===== src/rtl/adder_pkg.sv =====
// Shared defaults and mode encodings for the pipelined adder and its users.
package adder_pkg;

    localparam int ADDER_WIDTH_DEF  = 8;
    localparam int ADDER_STAGES_DEF = 2;

    localparam logic MODE_UNSIGNED = 1'b0;
    localparam logic MODE_SIGNED   = 1'b1;

endpackage


===== src/rtl/adder_slice.sv =====
// One W-bit ripple-carry slice; also exposes the carry into its MSB for signed overflow.
module adder_slice #(
    parameter int W = 4
) (
    input  logic [W-1:0] a,
    input  logic [W-1:0] b,
    input  logic         cin,
    output logic [W-1:0] sum,
    output logic         cout,
    output logic         cmsb
);

    logic [W:0] carry;

    always_comb begin
        sum      = '0;
        carry    = '0;
        carry[0] = cin;
        for (int i = 0; i < W; i++) begin
            sum[i]       = a[i] ^ b[i] ^ carry[i];
            carry[i + 1] = (a[i] & b[i]) | (carry[i] & (a[i] ^ b[i]));
        end
    end

    assign cout = carry[W];
    assign cmsb = carry[W - 1];

endmodule


===== src/rtl/pipelined_adder.sv =====
// Add/subtract pipelined over STAGES carry-registered slices with a valid/ready handshake.
module pipelined_adder
    import adder_pkg::*;
#(
    parameter int WIDTH  = ADDER_WIDTH_DEF,
    parameter int STAGES = ADDER_STAGES_DEF
) (
    input  logic             clk,
    input  logic             rst,
    input  logic             in_valid,
    output logic             in_ready,
    input  logic [WIDTH-1:0] in_a,
    input  logic [WIDTH-1:0] in_b,
    input  logic             sub,
    input  logic             signed_mode,
    output logic             out_valid,
    input  logic             out_ready,
    output logic [WIDTH-1:0] out_sum,
    output logic             carry_out,
    output logic             overflow
);

    localparam int SW = WIDTH / STAGES;

    logic             advance;
    logic             vld_q   [STAGES];
    logic             sub_q   [STAGES];
    logic             mode_q  [STAGES];
    logic             carry_q [STAGES];
    logic [WIDTH-1:0] sum_q   [STAGES];
    logic [WIDTH-1:0] a_q     [STAGES];
    logic [WIDTH-1:0] b_q     [STAGES];
    logic             ovf_q;

    // The whole pipe moves together; it only freezes when a finished result is not taken.
    assign advance  = !vld_q[STAGES-1] || out_ready;
    assign in_ready = advance;

    for (genvar k = 0; k < STAGES; k++) begin : g_stage
        logic             src_vld;
        logic             src_sub;
        logic             src_mode;
        logic             src_cin;
        logic [WIDTH-1:0] src_a;
        logic [WIDTH-1:0] src_b;
        logic [WIDTH-1:0] src_sum;
        logic [WIDTH-1:0] nxt_sum;
        logic [SW-1:0]    slice_sum;
        logic             slice_cout;
        logic             slice_cmsb;

        if (k == 0) begin : g_head
            assign src_vld  = in_valid;
            assign src_sub  = sub;
            assign src_mode = signed_mode;
            assign src_cin  = sub;
            assign src_a    = in_a;
            assign src_b    = sub ? ~in_b : in_b;
            assign src_sum  = '0;
        end else begin : g_body
            assign src_vld  = vld_q[k-1];
            assign src_sub  = sub_q[k-1];
            assign src_mode = mode_q[k-1];
            assign src_cin  = carry_q[k-1];
            assign src_a    = a_q[k-1];
            assign src_b    = b_q[k-1];
            assign src_sum  = sum_q[k-1];
        end

        adder_slice #(.W(SW)) u_slice (
            .a    (src_a[k*SW +: SW]),
            .b    (src_b[k*SW +: SW]),
            .cin  (src_cin),
            .sum  (slice_sum),
            .cout (slice_cout),
            .cmsb (slice_cmsb)
        );

        always_comb begin
            nxt_sum             = src_sum;
            nxt_sum[k*SW +: SW] = slice_sum;
        end

        always_ff @(posedge clk or posedge rst) begin
            if (rst) begin
                vld_q[k]   <= 1'b0;
                carry_q[k] <= 1'b0;
                sum_q[k]   <= '0;
            end else if (advance) begin
                vld_q[k]   <= src_vld;
                carry_q[k] <= slice_cout;
                sum_q[k]   <= nxt_sum;
            end
        end

        // Mode bits and unconsumed operand slices ride along without needing a reset.
        always_ff @(posedge clk) begin
            if (advance) begin
                sub_q[k]  <= src_sub;
                mode_q[k] <= src_mode;
                a_q[k]    <= src_a;
                b_q[k]    <= src_b;
            end
        end

        if (k == STAGES - 1) begin : g_tail
            logic ovf_nxt;

            assign ovf_nxt = (src_mode == MODE_SIGNED) ? (slice_cmsb ^ slice_cout)
                                                       : (src_sub ? !slice_cout : slice_cout);

            always_ff @(posedge clk or posedge rst) begin
                if (rst) begin
                    ovf_q <= 1'b0;
                end else if (advance) begin
                    ovf_q <= ovf_nxt;
                end
            end
        end
    end

    assign out_valid = vld_q[STAGES-1];
    assign out_sum   = sum_q[STAGES-1];
    assign carry_out = carry_q[STAGES-1];
    assign overflow  = ovf_q;

endmodule

===== config.mk =====
export PLATFORM = sky130hd
export DESIGN_NAME = pipelined_adder
export DESIGN_NICKNAME = d
export VERILOG_FILES = /design/src/rtl/adder_pkg.sv /design/src/rtl/adder_slice.sv /design/src/rtl/pipelined_adder.sv
export SDC_FILE = /design/constraint.sdc
export NUM_CORES = 1
export LEC_CHECK = 0
export ABC_AREA = 1
export BUFFER_PORTS_ARGS = -buffer_cell sky130_fd_sc_hd__buf_4
export CAP_MARGIN = 30
export CORE_ASPECT_RATIO = 1.1
export CORE_MARGIN = 2
export CORE_UTILIZATION = 46
export DETAILED_ROUTE_END_ITERATION = 7
export PLACE_DENSITY = 0.84
export SYNTH_ARGS = -nofsm -noshare
export SYNTH_HDL_FRONTEND = slang
export SYNTH_SLANG_ARGS = --single-unit

===== constraint.sdc =====
create_clock -name clk -period 2.2 [get_ports clk]
set_clock_uncertainty 0.2 [all_clocks]
set_input_delay 0.22 -clock clk [delete_from_list [all_inputs] [get_ports clk]]
set_output_delay 0.22 -clock clk [all_outputs]
set_load 0.005 [all_outputs]

==> results of run 1 <==
state kept, by name (all words and copies together) (netlist names):
name / cells
sub_q: 1
g_stage.src_sum: 4
out_sum: 8
carry_out: 1
b_q: 4
a_q: 4
overflow: 1
g_stage.src_cin: 1
g_stage.src_vld: 1
out_valid: 1
mode_q: 1
power groups by stage:
stage	clock network, uW	logic, uW	registers [uW]
2_1_floorplan	0	176	699
3_3_place_gp	0	330	701
3_5_place_dp	0	346	708
4_1_cts	206	372	698
5_1_grt	226	428	708
6_report	203	370	697
worst paths after layout:
check	endpoint	from	slack [ns]
max	out_sum[7]	a_q[0][4]	-0.06
min	out_sum[0]	out_ready	0.01
max reg2reg	out_sum[7]	a_q[0][4]	-0.06
min reg2reg	out_valid	g_stage[1].src_vld	0.28
max in group asynchronous	out_sum[5]	rst	1.05
min in group asynchronous	out_sum[0]	rst	0.34
cells by family after synthesis:
kind of cell             count (synthesis)
flip-flops                              27
buffers and inverters                   22
AO/OA/AOI/OAI                           12
adder cells (fa/ha/maj)                  7
AND/OR/NAND/NOR                         40
XOR/XNOR                                 7
final cells by class:
class,count,area share [%]
inverter,19,4.257
sequential,27,43.32
timing repair buffer,46,22.26
clock buffer,4,1.568
multi-input combinational,66,26.29
tap,31,2.315
repair_timing:
item	4_1_cts	5_1_grt
endpoints found under the setup margin	3	3
endpoints found under the hold margin	26	1
setup buffers	1	0
pin swaps	4	0
gates resized for setup	2	0
hold buffers	10	1
metrics by stage:
step	util [%]	hold WS, ns	instances	setup slack, ns
finish	65.86	0.01147	193	-0.06069
global route	65.86	0.02906	193	-0.1394
CTS	65.47	0.002583	192	-0.06147
detailed placement	60.06	0.1428	177	-0.08311
global placement	60.06	0.1221	177	-0.02845
floorplan	-	-0.05393	115	0.008583
layer usage:
metal	share of wire (%)	global-route usage [%]	vias up
met4	0.61	4.762	0
li1	-	-	444
met2	54	28.40	20
met5	0	0	-
met1	41	22.65	416
met3	4.3	2.792	2
worst max-delay path: stages (launching register included):
cell and delay (ns):
edfxtp_1 0.43, fa_2 0.40, fa_2 0.34, inv_2 0.06, fa_2 0.22, fa_1 0.41, o21ai_1 0.14
cell usage in the layout, fill, tap and decap left out:
cell type | netlist | layout
xor2_1 | 6 | 6
edfxtp_1 | 10 | 10
nand2_2 | 1 | 1
buf_4 | 1 | 35
nor2_4 | 1 | 1
nand2_1 | 33 | 33
nand3_1 | 2 | 2
o21a_1 | 2 | 2
dlygate4sd3_1 | 0 | 11
fa_2 | 0 | 3
fa_1 | 7 | 4
o21ai_1 | 0 | 1
clkbuf_4 | 0 | 3
dfrtp_1 | 17 | 17
a21oi_2 | 0 | 1
o21ai_0 | 9 | 8
nor2_1 | 3 | 3
inv_2 | 1 | 2
inv_1 | 18 | 17
xnor2_1 | 1 | 1
clkbuf_1 | 0 | 1
==> run metrics, run 1 <==
Site Rows=19; I/O pin count=34; Worst Path Required=~2.3 ns; Slew @ Worst Pin=0.6429 ns; Tmin final=between 2 and 2.5 ns; Synth Cell Area=approximately 0.0012 mm^2; H-tree levels=1; Yosys top cell area share=34.03%; Initial Util=49.14%; clock sink total=27; initial drt markers=9; Buffers on Ports=33; Seq cells post-synth=27; Core Area=approximately 0.0025 mm^2; Ant. Diodes=0; Area Growth Syn to Fin=34.03%; CTS tree=built; total global routing overflow=0; xor/xnor share of the synthesized area=between 4 and 5%; Switching Share=29.00%; post-synthesis simple-gate area fraction=a little over an eighth; Post-Route WL=between 2 and 2.5 mm; fin crit share=102.8%; setup ws final=-0.06069 ns; syn nets=roughly 140; vias per std cell=4.570; net total in the final layout=between 150 and 200; P_int=around 900 uW; clock slew at reported path FFs=about 0.13 ns; failing checks=setup timing; Final Hold Viols=0; die height=~60 um; post-synthesis cell count=115; Detail Route Antenna Nets=0; setup TNS=-0.06200 ns; worst vdd ir=0.6401 mV; multiplexer share of the synthesized area=0%; R2R depth=6; Worst slew margin=between 50% and 60%; largest net degree at the start of global routing=27; Synth Flop Type=dfrtp_1; Max Freq=442.3 MHz; die area=roughly 0.0032 mm^2; count of final setup violators=2; yosys warns=0; multi-input logic area=between 400 and 500 um^2; cell taking the most area after synthesis=dfrtp_1; dpl hpwl=1.609 mm; Leakage=around 0.00083 uW; Worst Hold Depth=4; largest family of logic cells by synthesized area=simple AND/OR/NAND/NOR gates; Skew-Pair Late Insertion Delay=approximately 0.31 ns; Comb pwr share=29.1%; clock root cell=clkbuf_4; Overall Global Routing Usage=between 10% and 20%; final slew viol count=0; Pre-antenna DRT Iters=4; crit end category=flop; CTS max path bufs=2; Reg power frac=between 50% and 60%; Cell Pwr Density=758.6 mW/mm^2; Worst Path Max Fanout=2; max-cap violations=0; top cells by area, synth=dfrtp_1 34%, edfxtp_1 24%, fa_1 11%, nand2_1 9.9%, inv_1 5.4%; DRC=0; Worst setup SP type=flop; adder-cell share of the synthesized area=~11%; RSZ-0062 raised after global routing=true; Synth Area in Compound Gates=under 10%; Storage cell area=approximately 730 um^2; initial antenna violation count=0; WL per Instance=about 12 um; vias in the first global route=875; placed inst area=between 0.0015 and 0.002 mm^2; FILL cells=approximately 190; GP Congestion=0.7684; Synth Area per Inst=10.87 um^2; first-pass GRT wire length=3.836 mm; Synth async-reset ratio=about 63%; Post-synth EDFFs=10; status=finished with violations; final instance area=~0.0017 mm^2; Clock Power Share=16.0%; synth unique cells=18; CP Class=flop to flop; Num CTS Buffers=3; critical path arrival=between 2 and 2.5 ns; Die Wd=roughly 54 um; share of cells above drive strength 1=around 28%; min-delay worst type=input pin to flop; Net Switching=approximately 370 uW; Tot Pwr=1271 uW; sequential share of the synthesized area=58.06%; Commonest cells post-synth=33 x nand2_1, 18 x inv_1, 17 x dfrtp_1, 10 x edfxtp_1, 9 x o21ai_0; via count=between 800 and 900; count leader, synth=nand2_1
Power figures use the tool's default switching activity.
==> run 2, diff against run 1 <==
- CORE_ASPECT_RATIO: 1.1 -> not set
- GPL_ROUTABILITY_DRIVEN: not set -> 1
- PLACE_DENSITY: 0.84 -> 0.73
==> run metrics, run 2 (same netlist as run 1, synthesis figures left out) <==
largest net degree at the start of global routing=27; via count=approximately 910; worst vdd ir=approximately 0.56 mV; RR Startpoint=g_stage[1].src_cin; CTS max path bufs=2; dpl hpwl=between 1.5 and 2 mm; initial antenna violation count=0; max-cap violations=0; count of final setup violators=2; Worst Path Required=~2.3 ns; HP Start=in_a[0]; fin cells=around 190; GP Congestion=0.7482; Worst setup SP type=flop; total global routing overflow=0; Leakage=around 0.00083 uW; failing checks=setup timing; Core Area=around 0.0025 mm^2; Buf+Inv Stages, Crit Path=1; Buffers on Ports=33; first-pass GRT wire length=roughly 4.0 mm; commonest non-fill, non-tap cells in the layout=34 x buf_4, 33 x nand2_1, 17 x inv_1, 17 x dfrtp_1, 12 x dlygate4sd3_1; Cell Pwr Density=around 760 mW/mm^2; Site Rows=18; status=finished with violations; FILL cells=212; Pre-antenna DRT Iters=4; vias per std cell=between 4 and 5; clock slew at reported path FFs=0.14 ns; WL per Instance=between 10 and 15 um; Crit path top cell by count=fa_2; initial drt markers=18; wl on met1=964 um; R2R setup slack=-0.05 ns; net total in the final layout=roughly 190; Hold EP=g_stage[1].src_sum[0]; Largest delay share family, worst path=adder cells; Detail Route Antenna Nets=0; clock sink total=27; H-tree levels=1; R2R depth=6; vias in the first global route=between 900 and 1000; Tmin final=2.253 ns; Worst Hold Depth=4; die area=around 0.0032 mm^2; hold slack=0.02427 ns; final slew viol count=0; Post-CTS Setup Bufs=0; share of cells above drive strength 1=approximately 28%; Num CTS Buffers=3; final instance area=around 0.0017 mm^2; Met3 Wirelength=106 um; CTS tree=built; Post-Route WL=between 2 and 2.5 mm; critical path arrival=about 2.3 ns; crit end category=flop; R2R Path End=out_sum[7]; commonest non-fill, non-tap cell in the layout=buf_4; Final Hold Viols=0; Ant. Diodes=0; Max Freq=443.8 MHz; Critical-path top delay cell=dfrtp_1; min-delay worst type=input pin to flop; Worst Path Max Fanout=3; placed inst area=roughly 0.0015 mm^2; die height=56.13 um; RSZ-0062 raised after global routing=true; Tot Pwr=1280 uW; metal2 WL=between 1 and 1.5 mm; setup ws final=-0.05342 ns; I/O pin count=34; Slew @ Worst Pin=between 0.6 and 0.7 ns; fin crit share=102.4%; Largest register FFs=8; DRC=0; Die Wd=approximately 56 um; clock root cell=clkbuf_4; Initial Util=between 40% and 50%; Worst slew margin=57.97%; Overall Global Routing Usage=about 17%; critical path cell sequence=fa_2, fa_2, inv_2, fa_2, fa_1, o21ai_1; Placed Cells=176; Area Growth Syn to Fin=34.23%; Skew-Pair Late Insertion Delay=0.32 ns; CP Class=flop to flop; Max Used Layer=met4; Crit path largest cell delay=between 0.4 and 0.5 ns
==> run 2: cell types whose count changed in the layout (fill, tap and decap cells not counted) <==
cell | previous run | this run
dlygate4sd3_1 | 11 | 12
buf_4 | 35 | 34
clkbuf_1 | 1 | 0
clkinv_2 | 0 | 1
==> run 2: worst register-to-register path: stages, from the launching register on <==
cell and delay (ns):
dfrtp_1 0.44, fa_2 0.39, fa_2 0.34, inv_2 0.06
fa_2 0.23, fa_1 0.42, o21ai_1 0.12
==> run 2: routing by layer <==
layer | track usage (%) | up-vias
met2 | 32.10 | 27
li1 | - | 447
met5 | 0 | -
met1 | 18.91 | 436
met3 | 3.721 | 4
met4 | 4.082 | 0
==> run 2: report_power, final <==
| group | leakage, uW | internal (uW) | switching (uW) |
|---|---|---|---|
| sequential | 0.000304 | 634 | 60.3 |
| combinational | 0.000506 | 198 | 173 |
| clock | 0.0000177 | 68.2 | 148 |
==> run 2: worst max-delay path by stage <==
| stage | startpoint | end | slack (ns) | cells after the start |
|---|---|---|---|---|
| after CTS | g_stage[1].src_cin | out_sum[7] | -0.05 | 6 |
| after floorplan | b_q[0][4] | out_sum[7] | 0.009 | 6 |
| after detailed placement | b_q[0][4] | overflow | -0.1 | 9 |
| after global placement | b_q[0][4] | out_sum[7] | -0.04 | 6 |
| final | g_stage[1].src_cin | out_sum[7] | -0.05 | 6 |
| after global routing | g_stage[1].src_cin | out_sum[7] | -0.14 | 6 |
==> run 2: layout make-up <==
| class | instances | area [um^2] | area share, % |
|---|---|---|---|
| Timing Repair Buffer | 46 | 375.4 | 22.37 |
| Clock inverter | 1 | 5.005 | 0.2983 |
| Sequential cell | 27 | 725.7 | 43.25 |
| Inverter | 19 | 71.32 | 4.251 |
| Multi-Input combinational cell | 66 | 440.4 | 26.25 |
| Clock buffer | 3 | 22.52 | 1.342 |
| Tap cell | 30 | 37.54 | 2.237 |
==> run 2: what timing repair did <==
action,4_1_cts,5_1_grt
pin swaps,3,0
resized for setup,2,0
endpoints found under the hold margin,27,1
setup endpoints to repair,3,3
hold buffers,11,1
==> run 2: stage by stage <==
step | utilization, % | setup TNS, ns | setup WS [ns]
floorplan | - | 0 | 0.008583
global placement | 60.52 | -0.04587 | -0.03679
detailed placement | 60.52 | -0.2483 | -0.09868
CTS | 66.12 | -0.07861 | -0.05354
global route | 66.52 | -0.2951 | -0.1424
finish | 66.52 | -0.07576 | -0.05342
